--- src/rtl/basket_access_sequencer_pkg.sv ---
// Shared definitions for the basket access sequencer.
//   - default sizing (entries, ProductID width, quantity width)
//   - error codes reported on err_code
//   - sequencer state encodings (plain constants so they can be shared with legacy code)
//   - grant selector used by the IDLE arbiter
// A RAM entry is packed as {id, qty}: qty occupies the low QTY_W bits, id the bits above it.
package basket_access_sequencer_pkg;

   localparam int DEF_DEPTH = 8;
   localparam int DEF_ID_W  = 4;
   localparam int DEF_QTY_W = 4;

   localparam logic [1:0] ERR_FULL    = 2'b01;
   localparam logic [1:0] ERR_BAD_IDX = 2'b10;

   localparam logic [3:0] ST_IDLE    = 4'd0;
   localparam logic [3:0] ST_ADD_RD  = 4'd1;
   localparam logic [3:0] ST_ADD_CHK = 4'd2;
   localparam logic [3:0] ST_ADD_WR  = 4'd3;
   localparam logic [3:0] ST_ADD_NEW = 4'd4;
   localparam logic [3:0] ST_CNL_RD  = 4'd5;
   localparam logic [3:0] ST_CNL_WR  = 4'd6;
   localparam logic [3:0] ST_CNL_END = 4'd7;
   localparam logic [3:0] ST_DISP_RD = 4'd8;

   typedef enum logic [2:0] {
      GNT_NONE,
      GNT_CLR,
      GNT_CNL,
      GNT_ADD,
      GNT_DISP
   } grant_t;

endpackage

--- src/rtl/basket_access_sequencer_if.sv ---
// Bundle between the basket sequencer and its neighbours (sale-terminal FSM, VGA reader, entry RAM).
//   slave  : the sequencer's view (requests and mem_rdata in, status/display/RAM controls out)
//   master : the surrounding system's view (the reverse)
// Request pulses: add_req/add_id/add_qty, cnl_req/cnl_idx, clr_req, disp_req/disp_idx.
// Display result: disp_valid, disp_hit, disp_id, disp_qty.
// RAM port: mem_addr, mem_we, mem_wdata {id,qty}, mem_rdata (one-cycle read latency).
// Status: BasketProductNum, busy, done, err/err_code, drop.
interface basket_access_sequencer_if #(
   parameter int DEPTH = basket_access_sequencer_pkg::DEF_DEPTH,
   parameter int ID_W  = basket_access_sequencer_pkg::DEF_ID_W,
   parameter int QTY_W = basket_access_sequencer_pkg::DEF_QTY_W
) ();

   localparam int ADDR_W = $clog2(DEPTH);
   localparam int CNT_W  = $clog2(DEPTH + 1);

   logic                    add_req;
   logic [ID_W-1:0]         add_id;
   logic [QTY_W-1:0]        add_qty;
   logic                    cnl_req;
   logic [ADDR_W-1:0]       cnl_idx;
   logic                    clr_req;
   logic                    disp_req;
   logic [ADDR_W-1:0]       disp_idx;

   logic                    disp_valid;
   logic                    disp_hit;
   logic [ID_W-1:0]         disp_id;
   logic [QTY_W-1:0]        disp_qty;

   logic [ADDR_W-1:0]       mem_addr;
   logic                    mem_we;
   logic [ID_W+QTY_W-1:0]   mem_wdata;
   logic [ID_W+QTY_W-1:0]   mem_rdata;

   logic [CNT_W-1:0]        BasketProductNum;
   logic                    busy;
   logic                    done;
   logic                    err;
   logic [1:0]              err_code;
   logic                    drop;

   modport slave (
      input  add_req, add_id, add_qty, cnl_req, cnl_idx, clr_req, disp_req, disp_idx, mem_rdata,
      output disp_valid, disp_hit, disp_id, disp_qty, mem_addr, mem_we, mem_wdata,
             BasketProductNum, busy, done, err, err_code, drop
   );

   modport master (
      output add_req, add_id, add_qty, cnl_req, cnl_idx, clr_req, disp_req, disp_idx, mem_rdata,
      input  disp_valid, disp_hit, disp_id, disp_qty, mem_addr, mem_we, mem_wdata,
             BasketProductNum, busy, done, err, err_code, drop
   );

endinterface

--- src/rtl/basket_access_sequencer_req_pending_latch.sv ---
// One pending-request slot: a flag, the operand captured with the request, and a drop pulse.
//   clk, rst   : clock, asynchronous active-high reset
//   req        : one-cycle request pulse
//   operand    : request operand, sampled only with req
//   clear      : slot is being granted or flushed this cycle
//   pending    : request waiting for service
//   operand_q  : operand of the waiting request
//   drop       : pulse, a request arrived while one of the same type was still waiting
// A request arriving in the same cycle the slot is cleared is kept, since it is newer than the
// one being consumed.
module basket_access_sequencer_req_pending_latch #(
   parameter int W = 1
) (
   input  logic         clk,
   input  logic         rst,
   input  logic         req,
   input  logic [W-1:0] operand,
   input  logic         clear,
   output logic         pending,
   output logic [W-1:0] operand_q,
   output logic         drop
);

   logic busy_slot;
   assign busy_slot = pending && !clear;

   // NOTE: state registers use non-blocking assignments so every flop samples pre-edge values.
   always_ff @(posedge clk or posedge rst) begin
      if (rst) begin
         pending   <= 1'b0;
         operand_q <= '0;
         drop      <= 1'b0;
      end else begin
         drop <= req && busy_slot;
         if (req && !busy_slot) begin
            pending   <= 1'b1;
            operand_q <= operand;
         end else if (clear) begin
            pending <= 1'b0;
         end
      end
   end

endmodule

--- src/rtl/basket_access_sequencer.sv ---
// Sole owner of the basket's single-port entry RAM.
// Queues add / cancel / clear / display requests and runs each as a multi-cycle RAM sequence,
// keeping entries 0..count-1 dense.
//   CLOCK_50 : system clock
//   RESET    : asynchronous, active-high reset
//   bus      : slave side of basket_access_sequencer_if (requests, display result, RAM port,
//              BasketProductNum, busy, done, err/err_code, drop)
// done, err and disp_valid are registered one-cycle pulses and update together with
// BasketProductNum. RAM controls are decoded from the current state.
module basket_access_sequencer
   import basket_access_sequencer_pkg::*;
#(
   parameter int DEPTH = DEF_DEPTH,
   parameter int ID_W  = DEF_ID_W,
   parameter int QTY_W = DEF_QTY_W
) (
   input logic                         CLOCK_50,
   input logic                         RESET,
   basket_access_sequencer_if.slave    bus
);

   localparam int ADDR_W = $clog2(DEPTH);
   localparam int CNT_W  = $clog2(DEPTH + 1);
   localparam int ENT_W  = ID_W + QTY_W;

   localparam logic [CNT_W-1:0] CNT_ONE  = CNT_W'(1);
   localparam logic [CNT_W-1:0] CNT_TWO  = CNT_W'(2);
   localparam logic [CNT_W-1:0] CNT_FULL = CNT_W'(DEPTH);
   localparam logic [QTY_W-1:0] QTY_MAX  = '1;

   // ---------------- request capture ----------------
   grant_t            grant;
   logic              add_pend, cnl_pend, clr_pend, disp_pend;
   logic              add_drop, cnl_drop, clr_drop, disp_drop;
   logic [ENT_W-1:0]  add_op;
   logic [ADDR_W-1:0] cnl_op;
   logic [ADDR_W-1:0] disp_op;
   logic              clr_op_unused;

   // A granted clear also discards waiting add and cancel requests.
   basket_access_sequencer_req_pending_latch #(.W(ENT_W)) u_add_slot (
      .clk       (CLOCK_50),
      .rst       (RESET),
      .req       (bus.add_req),
      .operand   ({bus.add_id, bus.add_qty}),
      .clear     ((grant == GNT_ADD) || (grant == GNT_CLR)),
      .pending   (add_pend),
      .operand_q (add_op),
      .drop      (add_drop)
   );

   basket_access_sequencer_req_pending_latch #(.W(ADDR_W)) u_cnl_slot (
      .clk       (CLOCK_50),
      .rst       (RESET),
      .req       (bus.cnl_req),
      .operand   (bus.cnl_idx),
      .clear     ((grant == GNT_CNL) || (grant == GNT_CLR)),
      .pending   (cnl_pend),
      .operand_q (cnl_op),
      .drop      (cnl_drop)
   );

   basket_access_sequencer_req_pending_latch #(.W(1)) u_clr_slot (
      .clk       (CLOCK_50),
      .rst       (RESET),
      .req       (bus.clr_req),
      .operand   (1'b0),
      .clear     (grant == GNT_CLR),
      .pending   (clr_pend),
      .operand_q (clr_op_unused),
      .drop      (clr_drop)
   );

   basket_access_sequencer_req_pending_latch #(.W(ADDR_W)) u_disp_slot (
      .clk       (CLOCK_50),
      .rst       (RESET),
      .req       (bus.disp_req),
      .operand   (bus.disp_idx),
      .clear     (grant == GNT_DISP),
      .pending   (disp_pend),
      .operand_q (disp_op),
      .drop      (disp_drop)
   );

   // ---------------- sequencer registers ----------------
   logic [3:0]        state;
   logic [CNT_W-1:0]  count;
   logic [CNT_W-1:0]  j;
   logic [ID_W-1:0]   cur_id;
   logic [QTY_W-1:0]  cur_qty;
   logic [ADDR_W-1:0] cur_idx;
   logic              done_q, err_q, disp_valid_q, disp_hit_q;
   logic [1:0]        err_code_q;

   // ---------------- datapath helpers ----------------
   logic [ID_W-1:0]   rd_id;
   logic [QTY_W-1:0]  rd_qty;
   logic [QTY_W:0]    qty_sum;
   logic [QTY_W-1:0]  qty_merged;
   logic [CNT_W-1:0]  j_inc, j_inc2, cnl_ext, disp_ext, count_dec;

   assign rd_id      = bus.mem_rdata[ENT_W-1:QTY_W];
   assign rd_qty     = bus.mem_rdata[QTY_W-1:0];
   assign qty_sum    = {1'b0, rd_qty} + {1'b0, cur_qty};
   assign qty_merged = qty_sum[QTY_W] ? QTY_MAX : qty_sum[QTY_W-1:0];
   assign j_inc      = j + CNT_ONE;
   assign j_inc2     = j + CNT_TWO;
   assign cnl_ext    = CNT_W'(cnl_op);
   assign disp_ext   = CNT_W'(disp_op);
   assign count_dec  = count - CNT_ONE;

   // Fixed-priority arbiter, only evaluated while idle: clr > cnl > add > disp.
   // NOTE: every always_comb output gets a default first so no path leaves it unassigned (no latch).
   always_comb begin
      grant = GNT_NONE;
      if (state == ST_IDLE) begin
         if (clr_pend)       grant = GNT_CLR;
         else if (cnl_pend)  grant = GNT_CNL;
         else if (add_pend)  grant = GNT_ADD;
         else if (disp_pend) grant = GNT_DISP;
      end
   end

   always_ff @(posedge CLOCK_50 or posedge RESET) begin
      if (RESET) begin
         state        <= ST_IDLE;
         count        <= '0;
         j            <= '0;
         cur_id       <= '0;
         cur_qty      <= '0;
         cur_idx      <= '0;
         done_q       <= 1'b0;
         err_q        <= 1'b0;
         err_code_q   <= 2'b00;
         disp_valid_q <= 1'b0;
         disp_hit_q   <= 1'b0;
      end else begin
         done_q       <= 1'b0;
         err_q        <= 1'b0;
         err_code_q   <= 2'b00;
         disp_valid_q <= 1'b0;
         disp_hit_q   <= 1'b0;

         case (state)
            ST_IDLE: begin
               case (grant)
                  GNT_CLR: begin
                     count  <= '0;
                     done_q <= 1'b1;
                  end
                  GNT_CNL: begin
                     if (cnl_ext >= count) begin
                        err_q      <= 1'b1;
                        err_code_q <= ERR_BAD_IDX;
                     end else begin
                        j     <= cnl_ext;
                        // The last entry needs no shifting, only the count update.
                        state <= (cnl_ext == count_dec) ? ST_CNL_END : ST_CNL_RD;
                     end
                  end
                  GNT_ADD: begin
                     cur_id  <= add_op[ENT_W-1:QTY_W];
                     cur_qty <= add_op[QTY_W-1:0];
                     j       <= '0;
                     state   <= (count == '0) ? ST_ADD_NEW : ST_ADD_RD;
                  end
                  GNT_DISP: begin
                     if (disp_ext >= count) begin
                        disp_valid_q <= 1'b1;
                     end else begin
                        cur_idx <= disp_op;
                        state   <= ST_DISP_RD;
                     end
                  end
                  default: ;
               endcase
            end

            ST_ADD_RD: state <= ST_ADD_CHK;

            ST_ADD_CHK: begin
               if (rd_id == cur_id) begin
                  // Keep the merged quantity so ADD_WR writes it back to the same slot j.
                  cur_qty <= qty_merged;
                  state   <= ST_ADD_WR;
               end else begin
                  j     <= j_inc;
                  state <= (j_inc == count) ? ST_ADD_NEW : ST_ADD_RD;
               end
            end

            ST_ADD_WR: begin
               done_q <= 1'b1;
               state  <= ST_IDLE;
            end

            ST_ADD_NEW: begin
               if (count == CNT_FULL) begin
                  err_q      <= 1'b1;
                  err_code_q <= ERR_FULL;
               end else begin
                  count  <= count + CNT_ONE;
                  done_q <= 1'b1;
               end
               state <= ST_IDLE;
            end

            ST_CNL_RD: state <= ST_CNL_WR;

            ST_CNL_WR: begin
               j     <= j_inc;
               // Stop once the entry just moved came from the last valid slot.
               state <= (j_inc2 == count) ? ST_CNL_END : ST_CNL_RD;
            end

            ST_CNL_END: begin
               count  <= count_dec;
               done_q <= 1'b1;
               state  <= ST_IDLE;
            end

            ST_DISP_RD: begin
               disp_valid_q <= 1'b1;
               disp_hit_q   <= 1'b1;
               state        <= ST_IDLE;
            end

            default: state <= ST_IDLE;
         endcase
      end
   end

   // ---------------- RAM port decode ----------------
   logic [ADDR_W-1:0] mem_addr;
   logic              mem_we;
   logic [ENT_W-1:0]  mem_wdata;

   always_comb begin
      mem_addr  = '0;
      mem_we    = 1'b0;
      mem_wdata = '0;
      case (state)
         ST_ADD_RD, ST_ADD_CHK: mem_addr = j[ADDR_W-1:0];
         ST_ADD_WR: begin
            mem_addr  = j[ADDR_W-1:0];
            mem_we    = 1'b1;
            mem_wdata = {cur_id, cur_qty};
         end
         ST_ADD_NEW: begin
            if (count != CNT_FULL) begin
               mem_addr  = count[ADDR_W-1:0];
               mem_we    = 1'b1;
               mem_wdata = {cur_id, cur_qty};
            end
         end
         ST_CNL_RD: mem_addr = j_inc[ADDR_W-1:0];
         ST_CNL_WR: begin
            mem_addr  = j[ADDR_W-1:0];
            mem_we    = 1'b1;
            mem_wdata = bus.mem_rdata;
         end
         ST_DISP_RD: mem_addr = cur_idx;
         default: ;
      endcase
   end

   // ---------------- outputs ----------------
   assign bus.mem_addr         = mem_addr;
   assign bus.mem_we           = mem_we;
   assign bus.mem_wdata        = mem_wdata;
   assign bus.BasketProductNum = count;
   assign bus.busy             = (state != ST_IDLE);
   assign bus.done             = done_q;
   assign bus.err              = err_q;
   assign bus.err_code         = err_code_q;
   assign bus.drop             = add_drop | cnl_drop | clr_drop | disp_drop;
   assign bus.disp_valid       = disp_valid_q;
   assign bus.disp_hit         = disp_hit_q;
   // The RAM output still holds the entry read in DISP_RD during the disp_valid cycle.
   assign bus.disp_id          = disp_hit_q ? rd_id  : '0;
   assign bus.disp_qty         = disp_hit_q ? rd_qty : '0;

endmodule

--- src/flat_wrapper.sv ---
// flat-port wrapper written by rule: the top's interface ports become plain ports
module basket_access_sequencer_flat import basket_access_sequencer_pkg::*;
#(
   parameter int DEPTH = DEF_DEPTH,
   parameter int ID_W  = DEF_ID_W,
   parameter int QTY_W = DEF_QTY_W
)
  (CLOCK_50, RESET, bus_add_req, bus_add_id, bus_add_qty, bus_cnl_req, bus_cnl_idx, bus_clr_req, bus_disp_req, bus_disp_idx, bus_mem_rdata, bus_disp_valid, bus_disp_hit, bus_disp_id, bus_disp_qty, bus_mem_addr, bus_mem_we, bus_mem_wdata, bus_BasketProductNum, bus_busy, bus_done, bus_err, bus_err_code, bus_drop);
  basket_access_sequencer_if #(.DEPTH(DEPTH), .ID_W(ID_W), .QTY_W(QTY_W)) bus_i ();
  input logic CLOCK_50;
  input logic RESET;
  input wire logic [$bits(bus_i.add_req)-1:0] bus_add_req;
  input wire logic [$bits(bus_i.add_id)-1:0] bus_add_id;
  input wire logic [$bits(bus_i.add_qty)-1:0] bus_add_qty;
  input wire logic [$bits(bus_i.cnl_req)-1:0] bus_cnl_req;
  input wire logic [$bits(bus_i.cnl_idx)-1:0] bus_cnl_idx;
  input wire logic [$bits(bus_i.clr_req)-1:0] bus_clr_req;
  input wire logic [$bits(bus_i.disp_req)-1:0] bus_disp_req;
  input wire logic [$bits(bus_i.disp_idx)-1:0] bus_disp_idx;
  input wire logic [$bits(bus_i.mem_rdata)-1:0] bus_mem_rdata;
  output wire logic [$bits(bus_i.disp_valid)-1:0] bus_disp_valid;
  output wire logic [$bits(bus_i.disp_hit)-1:0] bus_disp_hit;
  output wire logic [$bits(bus_i.disp_id)-1:0] bus_disp_id;
  output wire logic [$bits(bus_i.disp_qty)-1:0] bus_disp_qty;
  output wire logic [$bits(bus_i.mem_addr)-1:0] bus_mem_addr;
  output wire logic [$bits(bus_i.mem_we)-1:0] bus_mem_we;
  output wire logic [$bits(bus_i.mem_wdata)-1:0] bus_mem_wdata;
  output wire logic [$bits(bus_i.BasketProductNum)-1:0] bus_BasketProductNum;
  output wire logic [$bits(bus_i.busy)-1:0] bus_busy;
  output wire logic [$bits(bus_i.done)-1:0] bus_done;
  output wire logic [$bits(bus_i.err)-1:0] bus_err;
  output wire logic [$bits(bus_i.err_code)-1:0] bus_err_code;
  output wire logic [$bits(bus_i.drop)-1:0] bus_drop;
  assign bus_i.add_req = bus_add_req;
  assign bus_i.add_id = bus_add_id;
  assign bus_i.add_qty = bus_add_qty;
  assign bus_i.cnl_req = bus_cnl_req;
  assign bus_i.cnl_idx = bus_cnl_idx;
  assign bus_i.clr_req = bus_clr_req;
  assign bus_i.disp_req = bus_disp_req;
  assign bus_i.disp_idx = bus_disp_idx;
  assign bus_i.mem_rdata = bus_mem_rdata;
  assign bus_disp_valid = bus_i.disp_valid;
  assign bus_disp_hit = bus_i.disp_hit;
  assign bus_disp_id = bus_i.disp_id;
  assign bus_disp_qty = bus_i.disp_qty;
  assign bus_mem_addr = bus_i.mem_addr;
  assign bus_mem_we = bus_i.mem_we;
  assign bus_mem_wdata = bus_i.mem_wdata;
  assign bus_BasketProductNum = bus_i.BasketProductNum;
  assign bus_busy = bus_i.busy;
  assign bus_done = bus_i.done;
  assign bus_err = bus_i.err;
  assign bus_err_code = bus_i.err_code;
  assign bus_drop = bus_i.drop;
  basket_access_sequencer #(.DEPTH(DEPTH), .ID_W(ID_W), .QTY_W(QTY_W)) u_core (.CLOCK_50(CLOCK_50), .RESET(RESET), .bus(bus_i));
endmodule
--- config.mk ---
export PLATFORM = sky130hd
export DESIGN_NAME = basket_access_sequencer_flat
export DESIGN_NICKNAME = d
export VERILOG_FILES = /design/src/rtl/basket_access_sequencer_pkg.sv /design/src/rtl/basket_access_sequencer_if.sv /design/src/rtl/basket_access_sequencer_req_pending_latch.sv /design/src/rtl/basket_access_sequencer.sv /design/src/flat_wrapper.sv
export SDC_FILE = /design/constraint.sdc
export NUM_CORES = 1
export LEC_CHECK = 0
export BUFFER_PORTS_ARGS = -buffer_cell sky130_fd_sc_hd__buf_4
export CORE_ASPECT_RATIO = 1.1
export CORE_MARGIN = 5
export CORE_UTILIZATION = 50
export CTS_CLUSTER_SIZE = 25
export DETAILED_ROUTE_END_ITERATION = 6
export GPL_ROUTABILITY_DRIVEN = 0
export PLACE_DENSITY = 0.77
export SYNTH_ARGS = -nofsm -noshare
export SYNTH_HDL_FRONTEND = slang
export SYNTH_HIERARCHICAL = 1
export SYNTH_SLANG_ARGS = --single-unit
--- constraint.sdc ---
create_clock -name CLOCK_50 -period 2.8 [get_ports CLOCK_50]
set_clock_uncertainty 0.05 [all_clocks]
set_input_delay 0.84 -clock CLOCK_50 [delete_from_list [all_inputs] [get_ports CLOCK_50]]
set_output_delay 0.84 -clock CLOCK_50 [all_outputs]
set_load 0.01 [all_outputs]
* Word level (Yosys, flattened, before mapping)
Index checks and enable logic that the tools add are counted.
** Storage, ports and cells
- Flip-flop bits (word level) :: 51
- Output and inout port bits :: 32
- Logic and storage cells :: 157
** Cells by class
- Add/sub/neg operators :: 5
- $lt $le $gt $ge :: 2
- Eq/ne operators :: 27
- Multiplexer cells :: 56
- Bitwise gates (word level) :: 4
- Reduce and logical (&&, ||, !) cells :: 41
** Operators by type and width (count)
- 2-to-1 mux 4 bit :: 12
- case mux 4 bit (3 select lines) :: 3
- 2-to-1 mux 3 bit :: 8
- case mux 8 bit (3 select lines) :: 1
- case mux 4 bit (5 select lines) :: 1
- 2-to-1 mux 1 bit :: 18
- equality test 4 x 3 -> 1 bit, second input constant :: 4
- case mux 4 bit (2 select lines) :: 2
- equality test 4 bit :: 3
- logical AND 1 bit :: 12
- case mux 3 bit (4 select lines) :: 1
- AND reduction 3 bit :: 4
- nonzero test 2 bit :: 5
- adder 4 x 1 -> 4 bit, second input constant :: 2
- equality test 4 x 2 -> 1 bit, second input constant :: 2
- equality test 4 bit, second input constant :: 2
- greater-or-equal comparator 3 x 4 -> 1 bit :: 2
- zero test 1 bit :: 8
- zero test 4 bit :: 2
- 2-to-1 mux 2 bit :: 4
- 2-to-1 mux 8 bit :: 1
- equality test 3 x 2 -> 1 bit, second input constant :: 2
- != test 2 bit, second input constant :: 3
- != test 3 bit, second input constant :: 2
- other kinds (23) :: 31

* Longest topological paths before layout
- Depth in word-level cells :: 12
- Depth in mapped cells :: 8
- Gate-level depth less buffers :: 8

* Hierarchy
The synthesis kept the hierarchy.
** By module, submodules not included
- basket_access_sequencer :: instances 1, cells each 282, area each 2418.6 um^2, sequential area each 725.7 um^2
- basket_access_sequencer_req_pending_latch at u_core.u_cnl_slot ... :: instances 2, cells each 14, area each 210.2 um^2, sequential area each 125.1 um^2
- basket_access_sequencer_req_pending_latch at u_core.u_add_slot :: instances 1, cells each 24, area each 410.4 um^2, sequential area each 250.2 um^2
- basket_access_sequencer_req_pending_latch at u_core.u_clr_slot :: instances 1, cells each 10, area each 125.1 um^2, sequential area each 75.1 um^2

* Worst setup path after synthesis
No wires, ideal clock.
- Kind :: reg2out
- Start :: register u_core.count[1] (netlist: u_core/bus.BasketProductNum[1])
- End :: output port bus_mem_wdata[0]
- Arrival time :: 1949 ps
- Setup slack :: -39 ps
- Cell stages (with the launch flop) :: 8
- Cell sequence :: dfrtp_1 > clkbuf_1 > inv_1 > ha_1 > and3b_1 > o22a_1 > nor2_1 > a22o_1
** On the way
- Longest elaborated chain between the ends :: 3
** Ends and longest elaborated chain
- start, declared :: RTL line basket_access_sequencer.sv:87 : logic [CNT_W-1:0] count;
- start signal, assigned :: RTL line basket_access_sequencer.sv:202 : count <= count + CNT_ONE;
- start signal, assigned :: RTL line basket_access_sequencer.sv:217 : count <= count_dec;
- != test 4 bit :: RTL line basket_access_sequencer.sv:250 : if (count != CNT_FULL) begin
- 2-to-1 mux 8 bit :: RTL line basket_access_sequencer.sv:250
- case mux 8 bit (3 select lines) :: RTL line basket_access_sequencer.sv:242 : case (state)
- end, declared :: RTL line flat_wrapper.sv:27 : output wire logic [$bits(bus_i.mem_wdata)-1:0] bus_mem_wdata;
No other way between the ends.

* Worst setup path in the final report
- Start :: register u_core.count[1] (netlist: u_core/bus.BasketProductNum[1])
- End :: output port bus_mem_wdata[7]
Same word-level chain as after synthesis.

==> reports/summary.txt <==
Status - finished clean
Yosys warns - 6
Storage cell area - 1280 um2
Max Transition Viols Final - 0
Area delta synth->final - 22.6%
Worst-Margin Slew - 0.499 ns
CTS tree - yes
Post-route ant nets - 0
Initial Util - 0.510
Sequential Power Share - 0.301
Total GRT Usage - 0.198
Share of cells above drive strength 1 - 0.329
Max incr delay on CP - 0.37 ns
Grt ovf - 0
Clock-pin slew on the worst setup and hold paths - 0.09 ns
Cell Pwr Density - 1080 nW/um2
Row count - 31
Critical-path top delay cell - dfrtp_1
Combinational cell fraction of total power - 0.596
HPWL after DPL - 6200 um
Hold Vio Cnt, Final - 0
Total Wirelength - 8120 um
H-Tree Depth - 2
Sw Share - 0.422
Placed cell area - 3920 um2
Critical-path cell list - inv_2 > ha_4 > and3b_2 > o22a_4 > nor2_4 > a22o_1 > buf_6
Sw power - 1.85 mW
Hold slack - 0.354 ns
Area of the multi-input gates - 1930 um2
CTS Buf Count - 5
Worst-Skew Late Latency - 0.31 ns
CP required - 1.91 ns
DR vias/cell - 5.78
Crit Path Class - reg2out
Max VDD drop - 0.546 mV
Design area - 4080 um2
Vias - 2845
Lkg Pwr - 2.01 nW
Initial antenna violation count - 0
Mean Syn Cell Area - 9.78 um2
Fillers - 580
Core ar. - 6520 um2
Die X - 87.7 um
Worst hold path type - in2async
First-pass detailed-route iteration total - 4
Reg2reg setup slack - 0.50 ns
Power Internal - 2.54 mW
CP endpoint kind - output pin
DRC errors left - 0
Post-layout min period - 2.78 ns
Final Setup Violations - 0
Rel. slew slack - 0.667
CTS sink count - 51
I/O pins - 60
CP arrival - 1.89 ns
Root Driver - clkbuf_8
First-pass GRT wire length - 13200 um
Most common cell after layout, fill and taps aside - buf_4
Drt wl/cell - 16.5 um
Mapped Cells - 340
PortBufs - 59
Final net count - 452
Clock Path Buffers - 2
Largest net degree at the start of global routing - 30
Cell Area, Synth - 3320 um2
# diodes - 0
Most frequent cells in the layout - buf_4 (76), dfrtp_1 (48), nor2_1 (24)
Tcrit/Tclk final - 0.992
Vias in the first global route - 2818
Die Area - 8380 um2
Max FO, Critical Path - 5
Clock Power Share - 0.103
Maximum capacitance violations - 0
Syn nets - 383
Cells after DPL - 481
Crit start category - flip-flop
Iter 0 DRT Violations - 239
Fmax - 360 MHz
Post-Layout Cell Count - 492
Die H - 95.5 um
CTS Hold Buffers Added - 0
-- flip-flops by register name, summed over array words and instances (netlist names), 2 cells and up --
| register | count |
|---|---|
| u_core/cur_qty | 4 |
| u_core/u_disp_slot/operand_q | 3 |
| u_core/state | 4 |
| u_core/bus.BasketProductNum | 4 |
| u_core/j | 4 |
| u_core/cur_id | 4 |
| u_core/u_add_slot/operand_q | 8 |
| u_core/cur_idx | 3 |
| u_core/bus.err_code | 2 |
| u_core/u_cnl_slot/operand_q | 3 |
-- layer usage --
layer | share of wire | global-route usage
met5 | 0 | 0
met3 | 0.058 | 0.0285
met1 | 0.41 | 0.252
met4 | 0.016 | 0.0563
met2 | 0.52 | 0.348
-- power by group through the flow --
| stage | Clock (mW) | Sequential (mW) | Combinational [mW] |
|---|---|---|---|
| detailed placement | 0 | 1.33 | 2.51 |
| floorplan | 0 | 1.24 | 1.83 |
| CTS | 0.466 | 1.31 | 2.53 |
| finish | 0.453 | 1.32 | 2.61 |
| global placement | 0 | 1.31 | 2.44 |
| global route | 0.496 | 1.36 | 2.89 |
-- through the flow --
stage | setup TNS, ns | utilization | setup WS (ns) | total power, mW
final | 0 | 0.626 | 0.0221 | 4.39
after global placement | 0 | 0.601 | 0.298 | 3.75
after global routing | -0.0963 | 0.626 | -0.0272 | 4.74
after floorplan | 0 | - | 0.0644 | 3.07
after detailed placement | 0 | 0.601 | 0.231 | 3.84
after CTS | 0 | 0.617 | 0.00482 | 4.31
-- critical path: cells and delay by family (launching register included) --
kind                     cells  cell delay, ns
flip-flops                   1            0.37
buffers and inverters        2            0.17
AO/OA/AOI/OAI                2            0.44
adder cells (fa/ha/maj)      1            0.16
AND/OR/NAND/NOR              2            0.45
-- repair_timing --
action	in CTS	in global routing
endpoints found under the setup margin	9	10
pin swaps	0	5
gates cloned	0	1
buffers inserted	0	2
gates resized for setup	1	12
-- worst paths after layout --
check,from,end,cells after the start
setup / recovery,u_core/bus.BasketProductNum[1],bus_mem_wdata[7],7
hold / removal,RESET,u_core/u_clr_slot/pending,2
setup reg to reg,u_core/bus.BasketProductNum[0],u_core/j[1],7
hold reg to reg,u_core/u_add_slot/operand_q[5],u_core/cur_id[1],1
max in group asynchronous,RESET,u_core/j[0],3
min in group CLOCK_50,u_core/u_add_slot/operand_q[5],u_core/cur_id[1],1
-- cell type report --
cell class	count	share of cell area
clock inverters	2	0.00338
clock buffers	6	0.0203
well taps	82	0.0252
multi-input cells	250	0.472
flip-flops and latches	51	0.314
repair buffers	77	0.143
inverters	24	0.0221
No activity file was read; power rests on OpenSTA's default activity.
